==> src/rtl/wshb_qos_arbiter_if.sv <==
// Pipelined Wishbone B4 link between one master and one slave.
// A request transfers on a cycle with cyc & stb & !stall; each transferred request gets exactly one later ack.
interface wshb_qos_arbiter_if #(
  parameter int ADDR_W = 32,
  parameter int DATA_W = 16
);
  localparam int SEL_W = DATA_W / 8;

  logic              cyc;
  logic              stb;
  logic              we;
  logic [ADDR_W-1:0] adr;
  logic [DATA_W-1:0] dat_ms;
  logic [SEL_W-1:0]  sel;
  logic [DATA_W-1:0] dat_sm;
  logic              ack;
  logic              stall;

  modport master (
    output cyc, stb, we, adr, dat_ms, sel,
    input  dat_sm, ack, stall
  );

  modport slave (
    input  cyc, stb, we, adr, dat_ms, sel,
    output dat_sm, ack, stall
  );
endinterface

==> src/rtl/wshb_qos_arbiter.sv <==
// Two-master pipelined Wishbone arbiter: master 0 has priority, a per-grant quota with a
// drain phase hands the bus over only once every accepted request has been acked.
module wshb_qos_arbiter #(
  parameter int ADDR_W  = 32,
  parameter int DATA_W  = 16,
  parameter int QUOTA   = 64,
  parameter int MAX_OUT = 8
) (
  input  logic                           wshb_clk,
  input  logic                           wshb_rst,
  wshb_qos_arbiter_if.slave              m0,
  wshb_qos_arbiter_if.slave              m1,
  wshb_qos_arbiter_if.master             s,
  output logic                           err_ack,
  output logic [1:0]                     dbg_state,
  output logic [$clog2(MAX_OUT+1)-1:0]   dbg_out_cnt
);
  localparam int SEL_W = DATA_W / 8;
  localparam int OUT_W = $clog2(MAX_OUT + 1);
  localparam int Q_W   = $clog2(QUOTA + 1);
  localparam logic [OUT_W-1:0] MAX_OUT_C = OUT_W'(MAX_OUT);
  localparam logic [Q_W-1:0]   QUOTA_C   = Q_W'(QUOTA);

  typedef enum logic [1:0] {
    IDLE  = 2'd0,
    OWN0  = 2'd1,
    OWN1  = 2'd2,
    DRAIN = 2'd3
  } state_t;

  state_t           state_q, state_d;
  logic             prev_owner_q, prev_owner_d;
  logic [OUT_W-1:0] out_cnt_q, out_cnt_d;
  logic [Q_W-1:0]   quota_cnt_q, quota_cnt_d;
  logic             err_ack_q, err_ack_d;

  logic              sel_m1;
  logic              own_cyc, own_stb, other_cyc;
  logic              req_we;
  logic [ADDR_W-1:0] req_adr;
  logic [DATA_W-1:0] req_dat;
  logic [SEL_W-1:0]  req_sel;
  logic              limit, accept;

  // In DRAIN the previous owner stays selected so its late acks still reach it.
  always_comb begin
    sel_m1 = 1'b0;
    case (state_q)
      OWN1:    sel_m1 = 1'b1;
      DRAIN:   sel_m1 = prev_owner_q;
      default: sel_m1 = 1'b0;
    endcase
    own_cyc   = sel_m1 ? m1.cyc    : m0.cyc;
    own_stb   = sel_m1 ? m1.stb    : m0.stb;
    other_cyc = sel_m1 ? m0.cyc    : m1.cyc;
    req_we    = sel_m1 ? m1.we     : m0.we;
    req_adr   = sel_m1 ? m1.adr    : m0.adr;
    req_dat   = sel_m1 ? m1.dat_ms : m0.dat_ms;
    req_sel   = sel_m1 ? m1.sel    : m0.sel;
  end

  assign limit  = (out_cnt_q == MAX_OUT_C);
  assign accept = s.stb & ~s.stall;

  always_comb begin
    s.cyc     = 1'b0;
    s.stb     = 1'b0;
    s.we      = 1'b0;
    s.adr     = '0;
    s.dat_ms  = '0;
    s.sel     = '0;
    m0.stall  = 1'b1;
    m1.stall  = 1'b1;
    m0.ack    = 1'b0;
    m1.ack    = 1'b0;
    m0.dat_sm = s.dat_sm;
    m1.dat_sm = s.dat_sm;
    case (state_q)
      OWN0, OWN1: begin
        s.cyc    = own_cyc;
        s.stb    = own_stb & ~limit;
        s.we     = req_we;
        s.adr    = req_adr;
        s.dat_ms = req_dat;
        s.sel    = req_sel;
        if (sel_m1) begin
          m1.stall = s.stall | limit;
          m1.ack   = s.ack;
        end else begin
          m0.stall = s.stall | limit;
          m0.ack   = s.ack;
        end
      end
      DRAIN: begin
        s.cyc    = 1'b1;
        s.we     = req_we;
        s.adr    = req_adr;
        s.dat_ms = req_dat;
        s.sel    = req_sel;
        if (sel_m1) m1.ack = s.ack;
        else        m0.ack = s.ack;
      end
      default: ;
    endcase
  end

  always_comb begin
    state_d      = state_q;
    prev_owner_d = prev_owner_q;
    quota_cnt_d  = quota_cnt_q;
    out_cnt_d    = out_cnt_q;
    err_ack_d    = err_ack_q;

    if (s.ack && (out_cnt_q == '0)) err_ack_d = 1'b1;
    // A spurious ack never decrements; it does not cancel a request accepted alongside it.
    case ({accept, s.ack})
      2'b10:   out_cnt_d = out_cnt_q + 1'b1;
      2'b01:   if (out_cnt_q != '0) out_cnt_d = out_cnt_q - 1'b1;
      2'b11:   if (out_cnt_q == '0) out_cnt_d = out_cnt_q + 1'b1;
      default: ;
    endcase

    case (state_q)
      IDLE: begin
        quota_cnt_d = '0;
        if (m0.cyc)      state_d = OWN0;
        else if (m1.cyc) state_d = OWN1;
      end
      OWN0, OWN1: begin
        if (accept && other_cyc && (quota_cnt_q != QUOTA_C))
          quota_cnt_d = quota_cnt_q + 1'b1;
        // Using the post-accept count stops the owner right after its last allowed request.
        if (!own_cyc) begin
          state_d = IDLE;
        end else if (other_cyc && (quota_cnt_d == QUOTA_C)) begin
          state_d      = DRAIN;
          prev_owner_d = sel_m1;
        end
      end
      DRAIN: begin
        quota_cnt_d = '0;
        if (out_cnt_d == '0) begin
          if (!other_cyc)        state_d = IDLE;
          else if (prev_owner_q) state_d = OWN0;
          else                   state_d = OWN1;
        end
      end
      default: state_d = IDLE;
    endcase
  end

  always_ff @(posedge wshb_clk or posedge wshb_rst) begin
    if (wshb_rst) begin
      state_q      <= IDLE;
      prev_owner_q <= 1'b0;
      out_cnt_q    <= '0;
      quota_cnt_q  <= '0;
      err_ack_q    <= 1'b0;
    end else begin
      state_q      <= state_d;
      prev_owner_q <= prev_owner_d;
      out_cnt_q    <= out_cnt_d;
      quota_cnt_q  <= quota_cnt_d;
      err_ack_q    <= err_ack_d;
    end
  end

  assign err_ack     = err_ack_q;
  assign dbg_state   = state_q;
  assign dbg_out_cnt = out_cnt_q;
endmodule
==> src/flat_wrapper.sv <==
// flat-port wrapper written by rule: the top's interface ports become plain ports
module wshb_qos_arbiter_flat 
#(
  parameter int ADDR_W  = 32,
  parameter int DATA_W  = 16,
  parameter int QUOTA   = 64,
  parameter int MAX_OUT = 8
)
  (wshb_clk, wshb_rst, err_ack, dbg_state, dbg_out_cnt, m0_cyc, m0_stb, m0_we, m0_adr, m0_dat_ms, m0_sel, m0_dat_sm, m0_ack, m0_stall, m1_cyc, m1_stb, m1_we, m1_adr, m1_dat_ms, m1_sel, m1_dat_sm, m1_ack, m1_stall, s_cyc, s_stb, s_we, s_adr, s_dat_ms, s_sel, s_dat_sm, s_ack, s_stall);
  wshb_qos_arbiter_if #(.ADDR_W(ADDR_W), .DATA_W(DATA_W)) m0_i ();
  wshb_qos_arbiter_if #(.ADDR_W(ADDR_W), .DATA_W(DATA_W)) m1_i ();
  wshb_qos_arbiter_if #(.ADDR_W(ADDR_W), .DATA_W(DATA_W)) s_i ();
  input  logic wshb_clk;
  input  logic wshb_rst;
  output logic err_ack;
  output logic [1:0] dbg_state;
  output logic [$clog2(MAX_OUT+1)-1:0] dbg_out_cnt;
  input wire logic [$bits(m0_i.cyc)-1:0] m0_cyc;
  input wire logic [$bits(m0_i.stb)-1:0] m0_stb;
  input wire logic [$bits(m0_i.we)-1:0] m0_we;
  input wire logic [$bits(m0_i.adr)-1:0] m0_adr;
  input wire logic [$bits(m0_i.dat_ms)-1:0] m0_dat_ms;
  input wire logic [$bits(m0_i.sel)-1:0] m0_sel;
  output wire logic [$bits(m0_i.dat_sm)-1:0] m0_dat_sm;
  output wire logic [$bits(m0_i.ack)-1:0] m0_ack;
  output wire logic [$bits(m0_i.stall)-1:0] m0_stall;
  input wire logic [$bits(m1_i.cyc)-1:0] m1_cyc;
  input wire logic [$bits(m1_i.stb)-1:0] m1_stb;
  input wire logic [$bits(m1_i.we)-1:0] m1_we;
  input wire logic [$bits(m1_i.adr)-1:0] m1_adr;
  input wire logic [$bits(m1_i.dat_ms)-1:0] m1_dat_ms;
  input wire logic [$bits(m1_i.sel)-1:0] m1_sel;
  output wire logic [$bits(m1_i.dat_sm)-1:0] m1_dat_sm;
  output wire logic [$bits(m1_i.ack)-1:0] m1_ack;
  output wire logic [$bits(m1_i.stall)-1:0] m1_stall;
  output wire logic [$bits(s_i.cyc)-1:0] s_cyc;
  output wire logic [$bits(s_i.stb)-1:0] s_stb;
  output wire logic [$bits(s_i.we)-1:0] s_we;
  output wire logic [$bits(s_i.adr)-1:0] s_adr;
  output wire logic [$bits(s_i.dat_ms)-1:0] s_dat_ms;
  output wire logic [$bits(s_i.sel)-1:0] s_sel;
  input wire logic [$bits(s_i.dat_sm)-1:0] s_dat_sm;
  input wire logic [$bits(s_i.ack)-1:0] s_ack;
  input wire logic [$bits(s_i.stall)-1:0] s_stall;
  assign m0_i.cyc = m0_cyc;
  assign m0_i.stb = m0_stb;
  assign m0_i.we = m0_we;
  assign m0_i.adr = m0_adr;
  assign m0_i.dat_ms = m0_dat_ms;
  assign m0_i.sel = m0_sel;
  assign m0_dat_sm = m0_i.dat_sm;
  assign m0_ack = m0_i.ack;
  assign m0_stall = m0_i.stall;
  assign m1_i.cyc = m1_cyc;
  assign m1_i.stb = m1_stb;
  assign m1_i.we = m1_we;
  assign m1_i.adr = m1_adr;
  assign m1_i.dat_ms = m1_dat_ms;
  assign m1_i.sel = m1_sel;
  assign m1_dat_sm = m1_i.dat_sm;
  assign m1_ack = m1_i.ack;
  assign m1_stall = m1_i.stall;
  assign s_cyc = s_i.cyc;
  assign s_stb = s_i.stb;
  assign s_we = s_i.we;
  assign s_adr = s_i.adr;
  assign s_dat_ms = s_i.dat_ms;
  assign s_sel = s_i.sel;
  assign s_i.dat_sm = s_dat_sm;
  assign s_i.ack = s_ack;
  assign s_i.stall = s_stall;
  wshb_qos_arbiter #(.ADDR_W(ADDR_W), .DATA_W(DATA_W), .QUOTA(QUOTA), .MAX_OUT(MAX_OUT)) u_core (.wshb_clk(wshb_clk), .wshb_rst(wshb_rst), .m0(m0_i), .m1(m1_i), .s(s_i), .err_ack(err_ack), .dbg_state(dbg_state), .dbg_out_cnt(dbg_out_cnt));
endmodule
==> config.mk <==
export PLATFORM = sky130hd
export DESIGN_NAME = wshb_qos_arbiter_flat
export DESIGN_NICKNAME = d
export VERILOG_FILES = /design/src/rtl/wshb_qos_arbiter_if.sv /design/src/rtl/wshb_qos_arbiter.sv /design/src/flat_wrapper.sv
export SDC_FILE = /design/constraint.sdc
export NUM_CORES = 1
export LEC_CHECK = 0
export ABC_AREA = 1
export BUFFER_PORTS_ARGS = -buffer_cell sky130_fd_sc_hd__buf_2
export CORE_AREA = 2 2 98 76
export CTS_BUF_LIST = sky130_fd_sc_hd__clkbuf_16
export DETAILED_ROUTE_END_ITERATION = 8
export DIE_AREA = 0 0 100 78
export PLACE_DENSITY = 0.76
export SETUP_SLACK_MARGIN = 0.3
export SLEW_MARGIN = 20
export SYNTH_ARGS = -nofsm -noshare
export SYNTH_HDL_FRONTEND = slang
export SYNTH_SLANG_ARGS = --single-unit
==> constraint.sdc <==
create_clock -name wshb_clk -period 2.53 [get_ports wshb_clk]
set_input_delay 0.1265 -clock wshb_clk [delete_from_list [all_inputs] [get_ports wshb_clk]]
set_output_delay 0.1265 -clock wshb_clk [all_outputs]
set_load 0.05 [all_outputs]
==> metrics.md, run 1 <==
| Metric | Value |
|---|---|
| Status | `finished clean` |
| Initial antenna violation count | `0` |
| I/O Pins | `222` |
| Register-to-register setup slack | `~300 ps` |
| CP Capture Type | `register` |
| Post-route clock skew | `a little over 3 ps` |
| Final Cycle Share | `about nine tenths` |
| Largest net degree at the start of global routing | `55` |
| Crit path DAT | `2360 ps` |
| Initial Utilization | `34.6%` |
| Core Area | `between 0.006 and 0.007 mm^2` |
| Worst Hold Depth | `0` |
| Die footprint | `0.00780 mm^2` |
| Synth Area in Adders | `4.27%` |
| Post-Syn Nets | `528` |
| Antenna viol nets, final | `0` |
| Total wire length | `8450 um` |
| Quantity of I/O buffers inserted on ports | `173` |
| Worst VDD drop | `1.38 mV` |
| Multiplexer area fraction after synthesis | `0%` |
| CTS sink count | `15` |
| Die H | `78 um` |
| Grt ovf | `0` |
| Xor and xnor area share after synthesis | `2.99%` |
| Tmin final | `2230 ps` |
| Cells after synthesis | `394` |
| Routed vias/inst | `4.85` |
| Clk slew on worst S/H paths | `around 50 ps` |
| Fin nets | `667` |
| Placer Congestion | `0.869` |
| DRT iter0 DRCs | `102` |
| Pwr per Cell Area | `1700 mW/mm^2` |
| Crit-path max cell delay | `between 400 and 500 ps` |
| Crit Path Max Fanout | `7` |
| Post-synthesis cell area | `0.00234 mm^2` |
| Slew Limit Headroom | `58.4%` |
| Filler instances | `between 600 and 700` |
| Clock H-tree levels | `1` |
| Worst Hold Launch | `s_dat_sm[7]` |
| Pleak | `1.86 nW` |
| Tightest Hold Check Type | `in2out` |
| Final Hold Fails | `0` |
| Cell row count | `26` |
| Yosys cell types | `32` |
| Placed cell areas | `0.00325 mm^2` |
| GRT Util Overall | `19.9%` |
| Post-Synth Simple-Gate Area | `42.6%` |
| Vias in the first global route | `2754` |
| Clock Latency Late Sink | `240 ps` |
| Post-detail-place hpwl | `6740 um` |
| Worst R2R Path Depth | `15` |
| Startpoint Class | `register` |
| Worst EP required | `2660 ps` |
| Fmax | `approximately 0.45 GHz` |
| CP Cell Sequence | `ha_4, nand2_8, nand2_8, nand2_4, nand2_4, nor2_8, nand3_4, nand2_2, nand2_1, nor2_2, nand3_2, nor3_4, nand2_1, o21ai_0, inv_1` |
| Endpoint of the worst hold path | `m1_dat_sm[7]` |
| RSZ-0062 raised after global routing | `true` |
| Layout area overhead | `47.6%` |
| Setup_tns | `0 ps` |
| Kind of critical path | `reg2reg` |
| Synth Area in Compound Gates | `15.9%` |
| First-pass GRT wire length | `approximately 13000 um` |
| Max Cap Viol | `0` |
| Longest Clk Path Bufs | `2` |
| RR Endpoint | `u_core.prev_owner_q$_DFFE_PP0P_` |
| YS warnings | `0` |
| Critical R2R Launch | `u_core.dbg_state[1]$_DFFE_PP0P_` |
| Clock root buffer master | `clkbuf_16` |
| WL per Instance | `13.7 um` |
| DRT Pass-1 Iters | `4` |
| Sequential area share after synthesis | `16.0%` |
| Via total after detailed routing | `2986` |
| Setup violators final | `0` |
| Register area | `about 380 um^2` |
| Antenna Cells | `0` |
| Avg Inst Size Synth | `5.95 um^2` |
| Finished Cell Area | `0.00346 mm^2` |
| Multi-input logic area | `around 0.0018 mm^2` |
| Largest family of logic cells by synthesized area | `simple AND/OR/NAND/NOR gates` |
| Detailed-route DRC error count | `0` |
| Actual slew at the worst max-slew pin | `624 ps` |
| CTS tree | `built` |
| Share of cells above drive strength 1 | `53.2%` |
| Slowest-stage cell, CP | `dfrtp_2` |
| Floorplan die width | `100 um` |
| Fin. max-slew vios | `0` |
| Cts bufs inserted | `3` |
| Flops & latches, synth | `15` |
==> synthesized netlist by cell type <==
library cell / n / area share, %
nor2_1: 119 / 19
o21ai_0: 58 / 12
nand2_1: 45 / 7.2
buf_4: 32 / 10
inv_1: 24 / 3.8
nand3_1: 18 / 3.8
clkbuf_1: 16 / 2.6
dfrtp_1: 15 / 16
a21oi_1: 10 / 2.1
ha_1: 8 / 4.3
xor2_1: 7 / 2.6
inv_2: 6 / 0.96
nand4_1: 5 / 1.3
nand3_2: 4 / 1.7
nand2_4: 3 / 1.4
nand3_4: 3 / 2.2
nor3_1: 3 / 0.64
nand2_2: 2 / 0.53
nor2_4: 2 / 0.96
nor2_8: 2 / 1.7
a21boi_0: 1 / 0.32
buf_2: 1 / 0.21
clkinv_1: 1 / 0.16
clkinv_2: 1 / 0.21
nand3b_1: 1 / 0.32
nand4_4: 1 / 0.91
nor3_2: 1 / 0.43
nor4_1: 1 / 0.27
o21bai_1: 1 / 0.32
o21bai_2: 1 / 0.48
o22ai_1: 1 / 0.27
xnor2_1: 1 / 0.37
==> worst max-delay path: cells and delay by family, from the launching register on <==
kind	cells	cell delay, ps
simple gates	12	1240
flops	1	470
fa+ha+maj	1	220
compound gates	1	90
buf+inv	1	80
==> flip-flops by register name (all words and copies together) (netlist names) <==
name / count
u_core.prev_owner_q: 1
u_core.dbg_out_cnt: 4
u_core.err_ack: 1
u_core.dbg_state: 2
u_core.quota_cnt_q: 7
==> placed cells by master (no fill, tap or decap), drive strengths merged <==
cell type	n
nor2	123
xnor2	1
nand3b	1
nand3	25
dfrtp	15
clkbuf	3
o21bai	2
nand2	50
xor2	7
buf	182
a21boi	1
a21oi	10
inv	29
nand4	6
o22ai	1
dlygate4sd3	1
ha	8
clkinvlp	1
nor3	4
nor4	1
o21ai	58
clkinv	3
==> worst max path at each step <==
| stage | start | end | slack (ps) | depth (start not counted) |
|---|---|---|---|---|
| 4_1_cts | u_core.dbg_state[0]$_DFFE_PP0P_ | s_cyc | 300 | 11 |
| 5_1_grt | u_core.dbg_state[1]$_DFFE_PP0P_ | u_core.prev_owner_q$_DFFE_PP0P_ | 140 | 15 |
| 3_5_place_dp | u_core.dbg_state[1]$_DFFE_PP0P_ | u_core.dbg_state[1]$_DFFE_PP0P_ | 340 | 15 |
| 2_1_floorplan | u_core.dbg_state[0]$_DFFE_PP0P_ | u_core.dbg_state[1]$_DFFE_PP0P_ | 290 | 16 |
| 3_3_place_gp | u_core.dbg_state[1]$_DFFE_PP0P_ | u_core.dbg_state[1]$_DFFE_PP0P_ | 420 | 15 |
| 6_report | u_core.dbg_state[1]$_DFFE_PP0P_ | u_core.prev_owner_q$_DFFE_PP0P_ | 300 | 15 |
==> power by group <==
| part | total [W] | internal (W) | switching (W) |
|---|---|---|---|
| registers | 0.000431 | 0.000319 | 0.000111 |
| logic | 0.00513 | 0.00131 | 0.00382 |
| clock network | 0.000308 | 0.000210 | 0.0000989 |
==> logic make-up after synthesis <==
kind of cell	after synthesis
AO/OA/AOI/OAI	72
buffers and inverters	81
adder cells (fa/ha/maj)	8
flip-flops	15
AND/OR/NAND/NOR	210
XOR/XNOR	8
==> metal layers <==
layer	up-vias	GRT usage, %	share of wire, %
met5	-	0	0
met1	1344	24.2	40
met4	0	4.79	1.4
li1	1505	-	-
met3	20	4.50	7.5
met2	117	35.5	51
==> layout make-up <==
class / count / share of cell area [%]
multi-input combinational: 298 / 51.4
timing repair buffer: 183 / 28.4
sequential: 15 / 11.0
inverter: 32 / 3.94
tap: 84 / 3.04
clock buffer: 3 / 2.17
clock inverter: 1 / 0.108
==> through the flow <==
stage | total power (W) | cells | setup slack (ps) | utilization [%] | hold slack [ps]
floorplan | 0.00446 | 394 | 295 | - | 27.7
global placement | 0.00532 | 606 | 419 | 48.1 | 227
detailed placement | 0.00539 | 606 | 339 | 48.1 | 240
CTS | 0.00574 | 611 | 302 | 49.5 | 253
global route | 0.00625 | 616 | 145 | 51.1 | 253
finish | 0.00587 | 616 | 298 | 51.1 | 253
==> what timing repair did <==
item	CTS	global route
setup buffers	0	5
pin swaps	0	14
resized for setup	2	17
hold endpoints to repair	15	0
hold buffers	1	0
endpoints found under the setup margin	5	43
Power figures use the tool's default switching activity.
==> run 2: changes to the inputs <==
--- a/config.mk
+++ b/config.mk
@@ -7,11 +7,13 @@
 export LEC_CHECK = 0
 export ABC_AREA = 1
 export BUFFER_PORTS_ARGS = -buffer_cell sky130_fd_sc_hd__buf_2
-export CORE_AREA = 2 2 98 76
+export CELL_PAD_IN_SITES_DETAIL_PLACEMENT = 1
+export CELL_PAD_IN_SITES_GLOBAL_PLACEMENT = 1
+export CORE_AREA = 3 3 121 94
 export CTS_BUF_LIST = sky130_fd_sc_hd__clkbuf_16
 export DETAILED_ROUTE_END_ITERATION = 8
-export DIE_AREA = 0 0 100 78
-export PLACE_DENSITY = 0.76
+export DIE_AREA = 0 0 124 97
+export PLACE_DENSITY_LB_ADDON = 0.1
 export SETUP_SLACK_MARGIN = 0.3
 export SLEW_MARGIN = 20
 export SYNTH_ARGS = -nofsm -noshare
==> metrics.md, run 2 (same netlist as run 1, synthesis figures left out) <==
| Metric | Value |
|---|---|
| Status | `finished clean` |
| GRT Util Overall | `15.2% (-4.8 points)` |
| I/O Pins | `222 (unchanged)` |
| Share of cells above drive strength 1 | `55.4% (+2.2 points)` |
| Quantity of I/O buffers inserted on ports | `173 (unchanged)` |
| Initial antenna violation count | `0 (unchanged)` |
| Routed vias/inst | `4.44 (-8.3%)` |
| Slew Limit Headroom | `56.8% (-1.6 points)` |
| Detailed-route DRC error count | `0 (unchanged)` |
| Clk pwr share | `4.8% (-0.5 points)` |
| Via total after detailed routing | `3017 (+1.0%)` |
| Finished Cell Area | `0.00379 mm^2 (+9.4%)` |
| Final core utilization | `36.9% (-14 points)` |
| Fmax | `0.470 GHz (+4.8%)` |
| CP Capture Type | `register` |
| Crit Path Max Fanout | `7 (unchanged)` |
| Floorplan die width | `124 um (+24%)` |
| Max Cap Viol | `0 (unchanged)` |
| Total wire length | `9850 um (+17%)` |
| Initial Utilization | `22.9% (-12 points)` |
| Worst EP required | `2670 ps (about the same)` |
| Core Area | `0.0102 mm^2 (+51%)` |
| Clock Latency Late Sink | `250 ps (about the same)` |
| Critical Path Most Common Cell | `nand2_1` |
| Post-route clock skew | `3.72 ps (+0.644 ps)` |
| CP Cell Sequence | `ha_4, nand2_8, nand2_8, nand2_4, nand2_4, nor2_8, nand3_4, nand2_1, nand2_1, nor2_1, nand2_2, o21bai_4, nand3_2, nand2_1, nand2_1` |
| RSZ-0062 raised after global routing | `true` |
| Cell row count | `32 (+23%)` |
| Cts bufs inserted | `3 (unchanged)` |
| Grt ovf | `0 (unchanged)` |
| Crit-path max cell delay | `460 ps (about the same)` |
| Switch Pwr | `0.00418 W (+3.7%)` |
| Worst VDD drop | `0.655 mV (-53%)` |
| CTS tree | `built` |
| Die footprint | `0.0120 mm^2 (+54%)` |
| Biggest register | `u_core.quota_cnt_q` |
| WL per Instance | `14.5 um (+5.8%)` |
| Startpoint Class | `register` |
| Filler instances | `1357 (+110%)` |
| Clock H-tree levels | `1 (unchanged)` |
| Die H | `97 um (+24%)` |
| Antenna Cells | `0 (unchanged)` |
| Setup_tns | `0 ps (unchanged)` |
| Tmin final | `2130 ps (-103 ps)` |
| First-pass GRT wire length | `15200 um (+19%)` |
| Layout area overhead | `61.6%` |
| Antenna viol nets, final | `0 (unchanged)` |
| Pwr per Cell Area | `1700 mW/mm^2 (+0.33%)` |
| Actual slew at the worst max-slew pin | `648 ps (+24.4 ps)` |
| Setup violators final | `0 (unchanged)` |
| Pleak | `1.95 nW (+5.1%)` |
| CTS sink count | `15 (unchanged)` |
| Register area | `380 um^2 (unchanged)` |
| Fin. max-slew vios | `0 (unchanged)` |
| Kind of critical path | `reg2reg` |
| Number of flip-flops under the largest register name | `7 (unchanged)` |
| Placed cell areas | `0.00331 mm^2 (+1.6%)` |
| Post-detail-place hpwl | `7540 um (+12%)` |
| Leading cell type in the layout, fill and taps excluded | `buf_2` |
| Most frequent cells in the layout | `133 x buf_2, 67 x nor2_1, 57 x o21ai_0, 54 x buf_4, 51 x nor2_2` |
| Crit path DAT | `2270 ps (-90 ps)` |
| DRT Pass-1 Iters | `4 (unchanged)` |
| Placer Congestion | `0.803 (-7.6%)` |
| Tightest Hold Check Type | `in2out` |
| Largest net degree at the start of global routing | `55 (unchanged)` |
| Internal power | `0.00226 W (+23%)` |
| Final Cycle Share | `84.2% (-4.1 points)` |
| Multi-input logic area | `0.00182 mm^2 (+2.3%)` |
| Seq pwr share | `6.7% (-0.6 points)` |
| Fin nets | `678 (+1.6%)` |
| Vias in the first global route | `3043 (+10%)` |
| Sw Share | `64.9% (-3.8 points)` |
| Longest Clk Path Bufs | `2 (unchanged)` |
| Comb power frac | `88.5% (+1.1 points)` |
| Clock root buffer master | `clkbuf_16` |
| Final Hold Fails | `0 (unchanged)` |
| Slowest-stage cell, CP | `dfrtp_2` |
| DRT iter0 DRCs | `87 (-15%)` |
| Clk slew on worst S/H paths | `50 ps (about the same)` |
==> run 2: cell type report <==
class,instances,share of cell area [%]
flip-flops and latches,15,10.0
inverters,32,3.73
clock inverters,1,0.0991
multi-input cells,298,48.1
clock buffers,3,1.98
repair buffers,194,31.6
well taps,136,4.49
==> run 2: per-stage QoR <==
step / setup slack (ps) / hold slack [ps] / instances / power [W]
finish: 401 / 253 / 679 / 0.00644
global route: 196 / 253 / 679 / 0.00692
CTS: 298 / 253 / 671 / 0.00617
detailed placement: 276 / 253 / 658 / 0.00546
global placement: 300 / 253 / 658 / 0.00543
floorplan: 295 / 27.7 / 394 / 0.00446
==> run 2: path summary, 6_finish.rpt <==
path | slack [ps] | depth (start not counted) | endpoint | start
min in group asynchronous | 520 | 3 | u_core.err_ack$_DFFE_PP0P_ | wshb_rst
max | 400 | 15 | u_core.dbg_state[1]$_DFFE_PP0P_ | u_core.dbg_state[1]$_DFFE_PP0P_
min | 250 | 0 | m0_dat_sm[4] | s_dat_sm[4]
max reg2reg | 400 | 15 | u_core.dbg_state[1]$_DFFE_PP0P_ | u_core.dbg_state[1]$_DFFE_PP0P_
min reg2reg | 490 | 1 | u_core.err_ack$_DFFE_PP0P_ | u_core.err_ack$_DFFE_PP0P_
max in group asynchronous | 1560 | 3 | u_core.dbg_state[0]$_DFFE_PP0P_ | wshb_rst
==> run 2: timing repair <==
action	in CTS	in global routing
setup endpoints to repair	55	53
gates cloned	0	1
hold endpoints to repair	15	0
hold buffers	1	0
buffers inserted	8	7
pin swaps	8	18
gates resized for setup	48	32
==> run 2: routing by layer <==
metal	up-vias	track usage, %	part of all wire, %
li1	1528	-	-
met1	1388	18.8	41
met2	88	27.4	52
met3	13	2.57	6.4
met4	0	2.78	1.1
met5	-	0	0
==> run 2: worst max-delay path, delay by kind of cell (launching register included) <==
family	cells	cell delay, ps
adder cells (fa/ha/maj)	1	200
AO/OA/AOI/OAI	1	160
flip-flops	1	460
AND/OR/NAND/NOR	13	1180
==> run 2: power groups by stage <==
stage / combinational [W] / clock (W) / sequential [W]
floorplan: 0.00388 / 0 / 0.000587
global placement: 0.00500 / 0 / 0.000426
detailed placement: 0.00503 / 0 / 0.000430
CTS: 0.00543 / 0.000320 / 0.000424
global route: 0.00614 / 0.000330 / 0.000446
finish: 0.00570 / 0.000309 / 0.000432
